## src/rtl/arm_ctrl_seq_pkg.sv

```systemverilog
// Shared definitions for the ARM-style control sequencer: opcode/mode/ALU
// encodings, decoded-control bundle and sequencer state type.
package arm_pkg;

    localparam logic [3:0] OP_AND = 4'b0000;
    localparam logic [3:0] OP_EOR = 4'b0001;
    localparam logic [3:0] OP_SUB = 4'b0010;
    localparam logic [3:0] OP_ADD = 4'b0100;
    localparam logic [3:0] OP_ADC = 4'b0101;
    localparam logic [3:0] OP_SBC = 4'b0110;
    localparam logic [3:0] OP_TST = 4'b1000;
    localparam logic [3:0] OP_CMP = 4'b1010;
    localparam logic [3:0] OP_ORR = 4'b1100;
    localparam logic [3:0] OP_MOV = 4'b1101;
    localparam logic [3:0] OP_MVN = 4'b1111;

    localparam logic [1:0] MODE_DP  = 2'b00;
    localparam logic [1:0] MODE_MEM = 2'b01;
    localparam logic [1:0] MODE_BR  = 2'b10;

    localparam logic [3:0] ALU_NOP = 4'b0000;
    localparam logic [3:0] ALU_MOV = 4'b0001;
    localparam logic [3:0] ALU_ADD = 4'b0010;
    localparam logic [3:0] ALU_ADC = 4'b0011;
    localparam logic [3:0] ALU_SUB = 4'b0100;
    localparam logic [3:0] ALU_SBC = 4'b0101;
    localparam logic [3:0] ALU_AND = 4'b0110;
    localparam logic [3:0] ALU_ORR = 4'b0111;
    localparam logic [3:0] ALU_EOR = 4'b1000;
    localparam logic [3:0] ALU_MVN = 4'b1001;

    localparam logic [0:0] ST_RUN      = 1'b0;
    localparam logic [0:0] ST_MEM_WAIT = 1'b1;

    typedef enum logic [0:0] {
        RUN      = ST_RUN,
        MEM_WAIT = ST_MEM_WAIT
    } ctrl_state_t;

    typedef struct packed {
        logic [3:0] alu;
        logic       mem_read;
        logic       mem_write;
        logic       wb_en;
        logic       branch;
        logic       s_out;
        logic       illegal;
    } ctrl_t;

    localparam ctrl_t CTRL_NONE = '{alu: ALU_NOP, default: 1'b0};

    function automatic logic is_mem(input ctrl_t c);
        return c.mem_read | c.mem_write;
    endfunction

endpackage

```

## src/rtl/arm_ctrl_seq_if.sv

```systemverilog
// Decode-field, handshake and control-output bundle between ID and the
// control sequencer.
interface arm_ctrl_seq_if #(
    parameter int unsigned CMD_W = 4
) ();
    logic             valid_in;
    logic [3:0]       opcode;
    logic [1:0]       mode;
    logic             s_in;
    logic             stall;
    logic             flush;
    logic             mem_ready;
    logic [CMD_W-1:0] alu_command;
    logic             mem_read;
    logic             mem_write;
    logic             wb_en;
    logic             branch;
    logic             s_out;
    logic             illegal;
    logic             valid_out;
    logic             busy;
    logic             mem_err;

    modport master (
        output valid_in, opcode, mode, s_in, stall, flush, mem_ready,
        input  alu_command, mem_read, mem_write, wb_en, branch, s_out,
               illegal, valid_out, busy, mem_err
    );

    modport slave (
        input  valid_in, opcode, mode, s_in, stall, flush, mem_ready,
        output alu_command, mem_read, mem_write, wb_en, branch, s_out,
               illegal, valid_out, busy, mem_err
    );
endinterface

```

## src/rtl/arm_ctrl_seq_decode.sv

```systemverilog
// Purely combinational opcode/mode/S decode into the control bundle.
module arm_ctrl_decode
    import arm_pkg::*;
(
    input  logic [3:0] opcode_i,
    input  logic [1:0] mode_i,
    input  logic       s_i,
    output ctrl_t      ctrl_o
);

    always_comb begin
        ctrl_o = CTRL_NONE;
        case (mode_i)
            MODE_DP: begin
                ctrl_o.wb_en = 1'b1;
                ctrl_o.s_out = s_i;
                case (opcode_i)
                    OP_MOV:  ctrl_o.alu = ALU_MOV;
                    OP_MVN:  ctrl_o.alu = ALU_MVN;
                    OP_ADD:  ctrl_o.alu = ALU_ADD;
                    OP_ADC:  ctrl_o.alu = ALU_ADC;
                    OP_SUB:  ctrl_o.alu = ALU_SUB;
                    OP_SBC:  ctrl_o.alu = ALU_SBC;
                    OP_AND:  ctrl_o.alu = ALU_AND;
                    OP_ORR:  ctrl_o.alu = ALU_ORR;
                    OP_EOR:  ctrl_o.alu = ALU_EOR;
                    OP_CMP: begin
                        ctrl_o.alu   = ALU_SUB;
                        ctrl_o.wb_en = 1'b0;
                        ctrl_o.s_out = 1'b1;
                    end
                    OP_TST: begin
                        ctrl_o.alu   = ALU_AND;
                        ctrl_o.wb_en = 1'b0;
                        ctrl_o.s_out = 1'b1;
                    end
                    default: begin
                        ctrl_o         = CTRL_NONE;
                        ctrl_o.illegal = 1'b1;
                    end
                endcase
            end
            MODE_MEM: begin
                // S selects LDR (load, writes back) versus STR (store only)
                ctrl_o.alu       = ALU_ADD;
                ctrl_o.mem_read  = s_i;
                ctrl_o.mem_write = ~s_i;
                ctrl_o.wb_en     = s_i;
            end
            MODE_BR: ctrl_o.branch = 1'b1;
            default: ctrl_o.illegal = 1'b1;
        endcase
    end

endmodule

```

## src/rtl/arm_ctrl_seq.sv

```systemverilog
// Registered ID-stage controller: one-cycle decode latency, stall/flush,
// memory-wait sequencing with mem_ready handshake and timeout.
module arm_ctrl_seq
    import arm_pkg::*;
#(
    parameter int unsigned CMD_W       = 4,
    parameter int unsigned MEM_TIMEOUT = 15
) (
    input  logic          clk,
    input  logic          rst_n,
    arm_ctrl_seq_if.slave bus
);

    localparam int unsigned      TMO_W    = $clog2(MEM_TIMEOUT + 1);
    localparam logic [TMO_W-1:0] TMO_LAST = TMO_W'(MEM_TIMEOUT - 1);

    ctrl_state_t      state_q, state_d;
    logic [TMO_W-1:0] tmo_q, tmo_d;
    ctrl_t            ctrl_q, ctrl_d;
    logic             valid_q, valid_d;
    logic             err_q, err_d;
    ctrl_t            dec;
    logic             busy;
    logic             accept;

    arm_ctrl_decode u_decode (
        .opcode_i (bus.opcode),
        .mode_i   (bus.mode),
        .s_i      (bus.s_in),
        .ctrl_o   (dec)
    );

    assign busy   = (state_q == MEM_WAIT) && !bus.mem_ready;
    assign accept = bus.valid_in && !bus.stall && !busy;

    always_comb begin
        state_d = state_q;
        tmo_d   = tmo_q;
        ctrl_d  = ctrl_q;
        valid_d = valid_q;
        err_d   = err_q;
        if (bus.flush) begin
            state_d = RUN;
            tmo_d   = '0;
            ctrl_d  = CTRL_NONE;
            valid_d = 1'b0;
            err_d   = 1'b0;
        end else if (busy) begin
            // stall has no effect while an access is outstanding
            if (tmo_q == TMO_LAST) begin
                state_d = RUN;
                tmo_d   = '0;
                ctrl_d  = CTRL_NONE;
                valid_d = 1'b0;
                err_d   = 1'b1;
            end else if (tmo_q < TMO_LAST) begin
                tmo_d = tmo_q + TMO_W'(1);
            end
        end else begin
            // RUN, or MEM_WAIT retiring on mem_ready: same acceptance rules
            state_d = RUN;
            if (accept) begin
                ctrl_d  = dec;
                valid_d = 1'b1;
                if (is_mem(dec)) begin
                    state_d = MEM_WAIT;
                    tmo_d   = '0;
                end
            end else if (!bus.stall) begin
                ctrl_d  = CTRL_NONE;
                valid_d = 1'b0;
            end
        end
    end

    always_ff @(posedge clk) begin
        if (!rst_n) begin
            state_q <= RUN;
            tmo_q   <= '0;
            ctrl_q  <= CTRL_NONE;
            valid_q <= 1'b0;
            err_q   <= 1'b0;
        end else begin
            state_q <= state_d;
            tmo_q   <= tmo_d;
            ctrl_q  <= ctrl_d;
            valid_q <= valid_d;
            err_q   <= err_d;
        end
    end

    assign bus.alu_command = CMD_W'(ctrl_q.alu);
    assign bus.mem_read    = ctrl_q.mem_read;
    assign bus.mem_write   = ctrl_q.mem_write;
    assign bus.wb_en       = ctrl_q.wb_en;
    assign bus.branch      = ctrl_q.branch;
    assign bus.s_out       = ctrl_q.s_out;
    assign bus.illegal     = ctrl_q.illegal;
    assign bus.valid_out   = valid_q;
    assign bus.busy        = busy;
    assign bus.mem_err     = err_q;

endmodule

```

## src/flat_wrapper.sv

```systemverilog
// flat-port wrapper written by rule: the top's interface ports become plain ports
module arm_ctrl_seq_flat import arm_pkg::*;
#(
    parameter int unsigned CMD_W       = 4,
    parameter int unsigned MEM_TIMEOUT = 15
)
  (clk, rst_n, bus_valid_in, bus_opcode, bus_mode, bus_s_in, bus_stall, bus_flush, bus_mem_ready, bus_alu_command, bus_mem_read, bus_mem_write, bus_wb_en, bus_branch, bus_s_out, bus_illegal, bus_valid_out, bus_busy, bus_mem_err);
  arm_ctrl_seq_if #(.CMD_W(CMD_W)) bus_i ();
  input  logic clk;
  input  logic rst_n;
  input wire logic [$bits(bus_i.valid_in)-1:0] bus_valid_in;
  input wire logic [$bits(bus_i.opcode)-1:0] bus_opcode;
  input wire logic [$bits(bus_i.mode)-1:0] bus_mode;
  input wire logic [$bits(bus_i.s_in)-1:0] bus_s_in;
  input wire logic [$bits(bus_i.stall)-1:0] bus_stall;
  input wire logic [$bits(bus_i.flush)-1:0] bus_flush;
  input wire logic [$bits(bus_i.mem_ready)-1:0] bus_mem_ready;
  output wire logic [$bits(bus_i.alu_command)-1:0] bus_alu_command;
  output wire logic [$bits(bus_i.mem_read)-1:0] bus_mem_read;
  output wire logic [$bits(bus_i.mem_write)-1:0] bus_mem_write;
  output wire logic [$bits(bus_i.wb_en)-1:0] bus_wb_en;
  output wire logic [$bits(bus_i.branch)-1:0] bus_branch;
  output wire logic [$bits(bus_i.s_out)-1:0] bus_s_out;
  output wire logic [$bits(bus_i.illegal)-1:0] bus_illegal;
  output wire logic [$bits(bus_i.valid_out)-1:0] bus_valid_out;
  output wire logic [$bits(bus_i.busy)-1:0] bus_busy;
  output wire logic [$bits(bus_i.mem_err)-1:0] bus_mem_err;
  assign bus_i.valid_in = bus_valid_in;
  assign bus_i.opcode = bus_opcode;
  assign bus_i.mode = bus_mode;
  assign bus_i.s_in = bus_s_in;
  assign bus_i.stall = bus_stall;
  assign bus_i.flush = bus_flush;
  assign bus_i.mem_ready = bus_mem_ready;
  assign bus_alu_command = bus_i.alu_command;
  assign bus_mem_read = bus_i.mem_read;
  assign bus_mem_write = bus_i.mem_write;
  assign bus_wb_en = bus_i.wb_en;
  assign bus_branch = bus_i.branch;
  assign bus_s_out = bus_i.s_out;
  assign bus_illegal = bus_i.illegal;
  assign bus_valid_out = bus_i.valid_out;
  assign bus_busy = bus_i.busy;
  assign bus_mem_err = bus_i.mem_err;
  arm_ctrl_seq #(.CMD_W(CMD_W), .MEM_TIMEOUT(MEM_TIMEOUT)) u_core (.clk(clk), .rst_n(rst_n), .bus(bus_i));
endmodule
```

## config.mk

```make
export PLATFORM = sky130hd
export DESIGN_NAME = arm_ctrl_seq_flat
export DESIGN_NICKNAME = d
export VERILOG_FILES = /design/src/rtl/arm_ctrl_seq_pkg.sv /design/src/rtl/arm_ctrl_seq_if.sv /design/src/rtl/arm_ctrl_seq_decode.sv /design/src/rtl/arm_ctrl_seq.sv /design/src/flat_wrapper.sv
export SDC_FILE = /design/constraint.sdc
export NUM_CORES = 1
export LEC_CHECK = 0
export CORE_ASPECT_RATIO = 1.2
export CORE_MARGIN = 5
export CORE_UTILIZATION = 45
export DETAILED_ROUTE_END_ITERATION = 10
export PLACE_DENSITY = 0.86
export SYNTH_ARGS = -nofsm -noshare
export SYNTH_HDL_FRONTEND = slang
export SYNTH_SLANG_ARGS = --single-unit
```

## constraint.sdc

```tcl
create_clock -name clk -period 3.2 [get_ports clk]
set_clock_uncertainty 0.2 [all_clocks]
set_input_delay 0.32 -clock clk [delete_from_list [all_inputs] [get_ports clk]]
set_output_delay 0.32 -clock clk [all_outputs]
set_load 0.03 [all_outputs]
```

# Yosys cells after proc, flatten, opt, wreduce, memory -nomap -nowiden

Index checks and enable logic that the tools add are counted.

Add/subtract/negate cells: 1
Magnitude comparators: 1
Equality and inequality tests: 16
Muxes and demuxes: 24
Bitwise logic cells: 3
Reductions and logical operators: 20

Operator list:

| operator                                            | number |
|---|---|
| two-way mux 10 bit                                  | 4 |
| case mux 4 bit (9 select lines)                     | 1 |
| equality test 4 bit, second input constant          | 6 |
| two-way mux 4 bit                                   | 5 |
| case mux 7 bit (2 select lines)                     | 1 |
| equality test 4 x 3 -> 1 bit, second input constant | 3 |
| two-way mux 1 bit                                   | 11 |
| OR reduction 11 bit                                 | 1 |
| OR reduction 2 bit                                  | 5 |
| OR reduction 9 bit                                  | 1 |
| adder 4 x 1 -> 4 bit, second input constant         | 1 |
| equality test 4 x 1 -> 1 bit, second input constant | 1 |
| equality test 4 x 2 -> 1 bit, second input constant | 1 |
| logical NOT 4 bit                                   | 1 |
| < comparator 4 bit, second input constant           | 1 |
| case mux 1 bit (2 select lines)                     | 2 |
| AND reduction 2 bit                                 | 2 |
| nonzero test 2 bit                                  | 2 |
| logical AND 1 bit                                   | 3 |
| logical NOT 1 bit                                   | 3 |
| != test 3 x 1 -> 1 bit, second input constant       | 1 |
| != test 3 bit, second input constant                | 1 |
| AND reduction 3 bit                                 | 1 |
| equality test 2 x 1 -> 1 bit, second input constant | 1 |
| 5 further kinds                                     | 6 |

Register bits: 17
Logic and storage cells: 76

# Longest topological paths before layout

Depth after elaboration: 8
Depth in mapped cells: 6
Depth with buffers taken out: 6

# Cells and area by module

Synthesis repeated with hierarchy kept, for this count alone.

Cell total of the unflattened synthesis: 122
Area total of the unflattened synthesis: 980.9 um^2

By module, submodules not included:

| module          | times used | cells an instance | area each (um^2) | sequential area each (um^2) |
|---|---|---|---|---|
| arm_ctrl_seq    | 1          | 87                | 738.2            | 340.3 |
| arm_ctrl_decode | 1          | 35                | 242.7            | 0.0 |

# Worst setup path before layout

No wires, ideal clock.

Path type: register to register
Start point: register u_core.tmo_q[0]
End point: register u_core.ctrl_q (netlist bit u_core.bus.alu_command[2])
Data arrival time: 1.403 ns
Data required time: 2.883 ns
Path slack: 1.480 ns
Stages on the path, launching flop included: 7
Path buffers: 0
Clock period less this slack: 1.720 ns
Path through: dfxtp_1 inv_1 ha_1 nand3_1 mux2_4 and2_4 a22o_1

Cells in the longest elaborated chain, start to end: 3

Ends and longest elaborated chain:

| what                                 | RTL line           | RTL |
|---|---|---|
| start: declaration                   | arm_ctrl_seq.sv:18 | `logic [TMO_W-1:0] tmo_q, tmo_d;` |
| start signal: assignment             | arm_ctrl_seq.sv:85 | `tmo_q <= tmo_d;` |
| equality test 4 bit                  | arm_ctrl_seq.sv:50 | `if (tmo_q == TMO_LAST) begin` |
| != test 2 bit (no source line)       | -                  |  |
| AND reduction 2 bit (no source line) | -                  |  |
| end signal: assignment               | arm_ctrl_seq.sv:86 | `ctrl_q <= ctrl_d;` |
| end: declaration                     | arm_ctrl_seq.sv:19 | `ctrl_t ctrl_q, ctrl_d;` |

Every way passes these cells.
A chain may end at the register's enable or synchronous reset.

# Final worst setup path

Start point: input port bus_mem_ready
End point: output port bus_busy

Cells in the longest elaborated chain, start to end: 2

Ends and longest elaborated chain:

| what               | RTL line           | RTL |
|---|---|---|
| start: declaration | flat_wrapper.sv:17 | `input wire logic [$bits(bus_i.mem_ready)-1:0] bus_mem_ready;` |
| logical NOT 1 bit  | arm_ctrl_seq.sv:33 | `assign busy = (state_q == MEM_WAIT) && !bus.mem_ready;` |
| logical AND 1 bit  | arm_ctrl_seq.sv:33 |  |
| end: declaration   | flat_wrapper.sv:26 | `output wire logic [$bits(bus_i.busy)-1:0] bus_busy;` |

Every way passes these cells.

==> results.json <==
{
  "crit_family": "buffers and inverters",
  "critPathKind": "in2out",
  "cts.root.buffer_cell": "clkbuf_4",
  "ys_types": 42,
  "numCtsBuffers": 3,
  "area_growth_pct": 28.8,
  "power_leakage_nw": 0.449,
  "antenna_found_initial": 0,
  "clk_latency_ps": 290,
  "nFillCells": 186,
  "holdWs_ps": 271,
  "dp_hpwl_um": 1680,
  "rrSetupSlack_ps": 1320,
  "status": "complete, no violations",
  "port_buffers": 25,
  "seqPwrFrac_pct": 54.2,
  "hold_viol": 0,
  "via_per_inst": 5.43,
  "yosys_most_used_dff": "dfxtp_1",
  "synthesis.area_um2": 981,
  "clockBufferDepth": 2,
  "cp-end-kind": "output pin",
  "min_path_cells": 1,
  "drt_wl_total_um": 2180,
  "grt_setup_unrepaired": "no",
  "setup_tns_ps": 0,
  "drc": 0,
  "finalCritPeriodShare_pct": 67.7,
  "path_depth": 4,
  "grt_pass1_wl_um": 3560,
  "tightest_slew_ps": 511,
  "p_per_area_nw_per_um2": 313,
  "cp_data_arrival_time_ps": 1650,
  "cts_resized": 0,
  "critPathRequiredTime_ps": 2680,
  "ys_warn_count": 0,
  "die_width_um": 52.6,
  "synthArstFlopShare_pct": 0,
  "final_nets": 149,
  "ctsHoldBuffers": 0,
  "internal_power_mw": 0.294,
  "ff2ff_path_depth": 6,
  "cp_cell_sequence": "clkdlybuf4s50_1, nand2b_4, inv_4, clkdlybuf4s50_1",
  "wl_per_cell_um": 13.7,
  "pwr-share-comb_pct": 16.4,
  "multi_input_area_um2": 577,
  "cp_max_fo": 5,
  "synth_edf_count": 0,
  "finalSetupViolCount": 0,
  "die_y_um": 61.1,
  "grt_max_degree": 14,
  "cpMostUsedCell": "clkdlybuf4s50_1",
  "gp_congestion": 0.756,
  "max-cap-violations": 0,
  "path_clk_slew_ps": 100,
  "diodes": 0,
  "final-max-slew-violation-count": 0,
  "relSlewSlack_pct": 65.9,
  "grt_usage_pct": 14.9,
  "regArea_um2": 340,
  "htree_levels": 1,
  "startpoint_type": "input port",
  "crit_buf_inv": 3,
  "drtIter0Drc": 9,
  "cts_tree": "yes",
  "post-route-min-period_ps": 2170,
  "dr.pass1.iters": 4,
  "syn_area_per_cell_um2": 9.43,
  "post-cts-setup-buffer-count": 0,
  "timing.fmax_mhz": 461,
  "power_switching_mw": 0.102,
  "fp.coreArea_um2": 2070,
  "ys_seq_area_share_pct": 34.7,
  "yosys_register_bits": 17,
  "syn_inst": 104,
  "final_antenna_net_count": 0,
  "ios": 26,
  "cts_sinks": 17,
  "grt_overflow_total": 0,
  "grt_pass1_vias": 870,
  "drive_gt1_share_pct": 11.6,
  "peakVddDrop_v": 0.000206,
  "syn-num-nets": 123,
  "switching_share_pct": 25.8,
  "rows": 18,
  "initial_core_util_pct": 47.3,
  "routed-via-count": 863,
  "slowest_delay_ps": 660,
  "crit_slowest_cell": "clkdlybuf4s50_1",
  "hold_class": "reg2reg",
  "pwr-share-clk_pct": 29.4,
  "dieArea_um2": 3220,
  "fin_util_pct": 61.0
}
-- power by group through the flow --
| stage | clock network, mW | registers, mW | logic [mW] |
|---|---|---|---|
| 2_1_floorplan | 0 | 0.223 | 0.0367 |
| 3_3_place_gp | 0 | 0.219 | 0.0635 |
| 5_1_grt | 0.126 | 0.215 | 0.0706 |
| 6_report | 0.116 | 0.215 | 0.0650 |
| 4_1_cts | 0.117 | 0.215 | 0.0654 |
| 3_5_place_dp | 0 | 0.220 | 0.0646 |
-- layer usage --
metal / part of all wire, % / GRT usage (%) / vias up / wire length, um
met4: 0.73 / 6.57 / 0 / 16
met2: 51 / 27.8 / 29 / 1100
met3: 4.6 / 2.91 / 2 / 101
li1: - / - / 426 / -
met1: 44 / 16.1 / 406 / 957
met5: 0 / 0 / - / 0
-- cell usage after synthesis (2+ instances only) --
| master | count | share of area [%] |
|---|---|---|
| o31ai_1 | 2 | 1.5 |
| a32oi_1 | 2 | 1.8 |
| buf_6 | 2 | 2.3 |
| nor2b_1 | 5 | 3.2 |
| a211oi_1 | 3 | 2.3 |
| nand3_1 | 3 | 1.5 |
| a21oi_1 | 8 | 4.1 |
| mux2_4 | 2 | 3.1 |
| nand4b_1 | 2 | 1.8 |
| dfxtp_1 | 17 | 35 |
| o21ai_0 | 2 | 1.0 |
| nand2b_1 | 3 | 1.9 |
| nand2_1 | 7 | 2.7 |
| nor2_1 | 6 | 2.3 |
| ha_1 | 6 | 7.7 |
| inv_1 | 7 | 2.7 |
| a32o_1 | 2 | 2.0 |
-- sequential cells by signal, indices dropped and copies added, names as in the netlist --
signal                  flops
u_core.bus.mem_read         1
u_core.bus.illegal          1
u_core.bus.wb_en            1
u_core.state_q              1
u_core.tmo_q                4
u_core.bus.mem_write        1
u_core.bus.branch           1
u_core.bus.mem_err          1
u_core.bus.s_out            1
u_core.bus.alu_command      4
u_core.bus.valid_out        1
-- cell families (layout without fill, tap and decap cells) --
logic type                 after synthesis  count (layout)  synth area share, %
buffers and inverters                   12              37                 6.50
muxes                                    3               3                 4.08
DFF                                     17              17                 34.7
xor gates and xnor gates                 2               2                 1.79
adders and majority gates                6               6                 7.65
AOI/OAI and AO/OA                       29              29                 23.6
and+or+nand+nor                         35              35                 21.7
-- through the flow --
step | cell area (um2) | setup WS (ps) | instances | total power, mW
after floorplan | 981 | 1480 | 104 | 0.259
after global placement | 1240 | 1040 | 155 | 0.283
after detailed placement | 1240 | 1050 | 155 | 0.284
after CTS | 1260 | 1030 | 159 | 0.397
after global routing | 1260 | 1010 | 159 | 0.411
final | 1260 | 1030 | 159 | 0.396
-- path summary, 6_finish.rpt --
| kind | start | endpoint |
|---|---|---|
| worst min register to register | u_core.bus.mem_err | u_core.bus.mem_err |
| worst max register to register | u_core.tmo_q[0] | u_core.bus.alu_command[2] |
| worst max-delay path | bus_mem_ready | bus_busy |
| worst min-delay path | u_core.bus.mem_err | u_core.bus.mem_err |
-- placed cells by master (no fill, tap or decap), types with 2 or more instances in the layout --
cell / n
a211oi_1: 3
a21oi_1: 8
a32o_1: 2
a32oi_1: 2
clkbuf_4: 3
clkdlybuf4s50_1: 25
dfxtp_1: 17
ha_1: 6
inv_1: 7
mux2_4: 2
nand2_1: 7
nand2b_1: 3
nand3_1: 3
nand4b_1: 2
nor2_1: 6
nor2b_1: 5
o21ai_0: 2
o31ai_1: 2
-- layout make-up --
type	instances	share of cell area (%)
repair buffers	25	19.8
clock buffers	4	2.08
inverters	8	2.57
multi-input cells	75	45.6
flip-flops and latches	17	26.9
well taps	30	2.97
No activity file was read; power rests on OpenSTA's default activity.
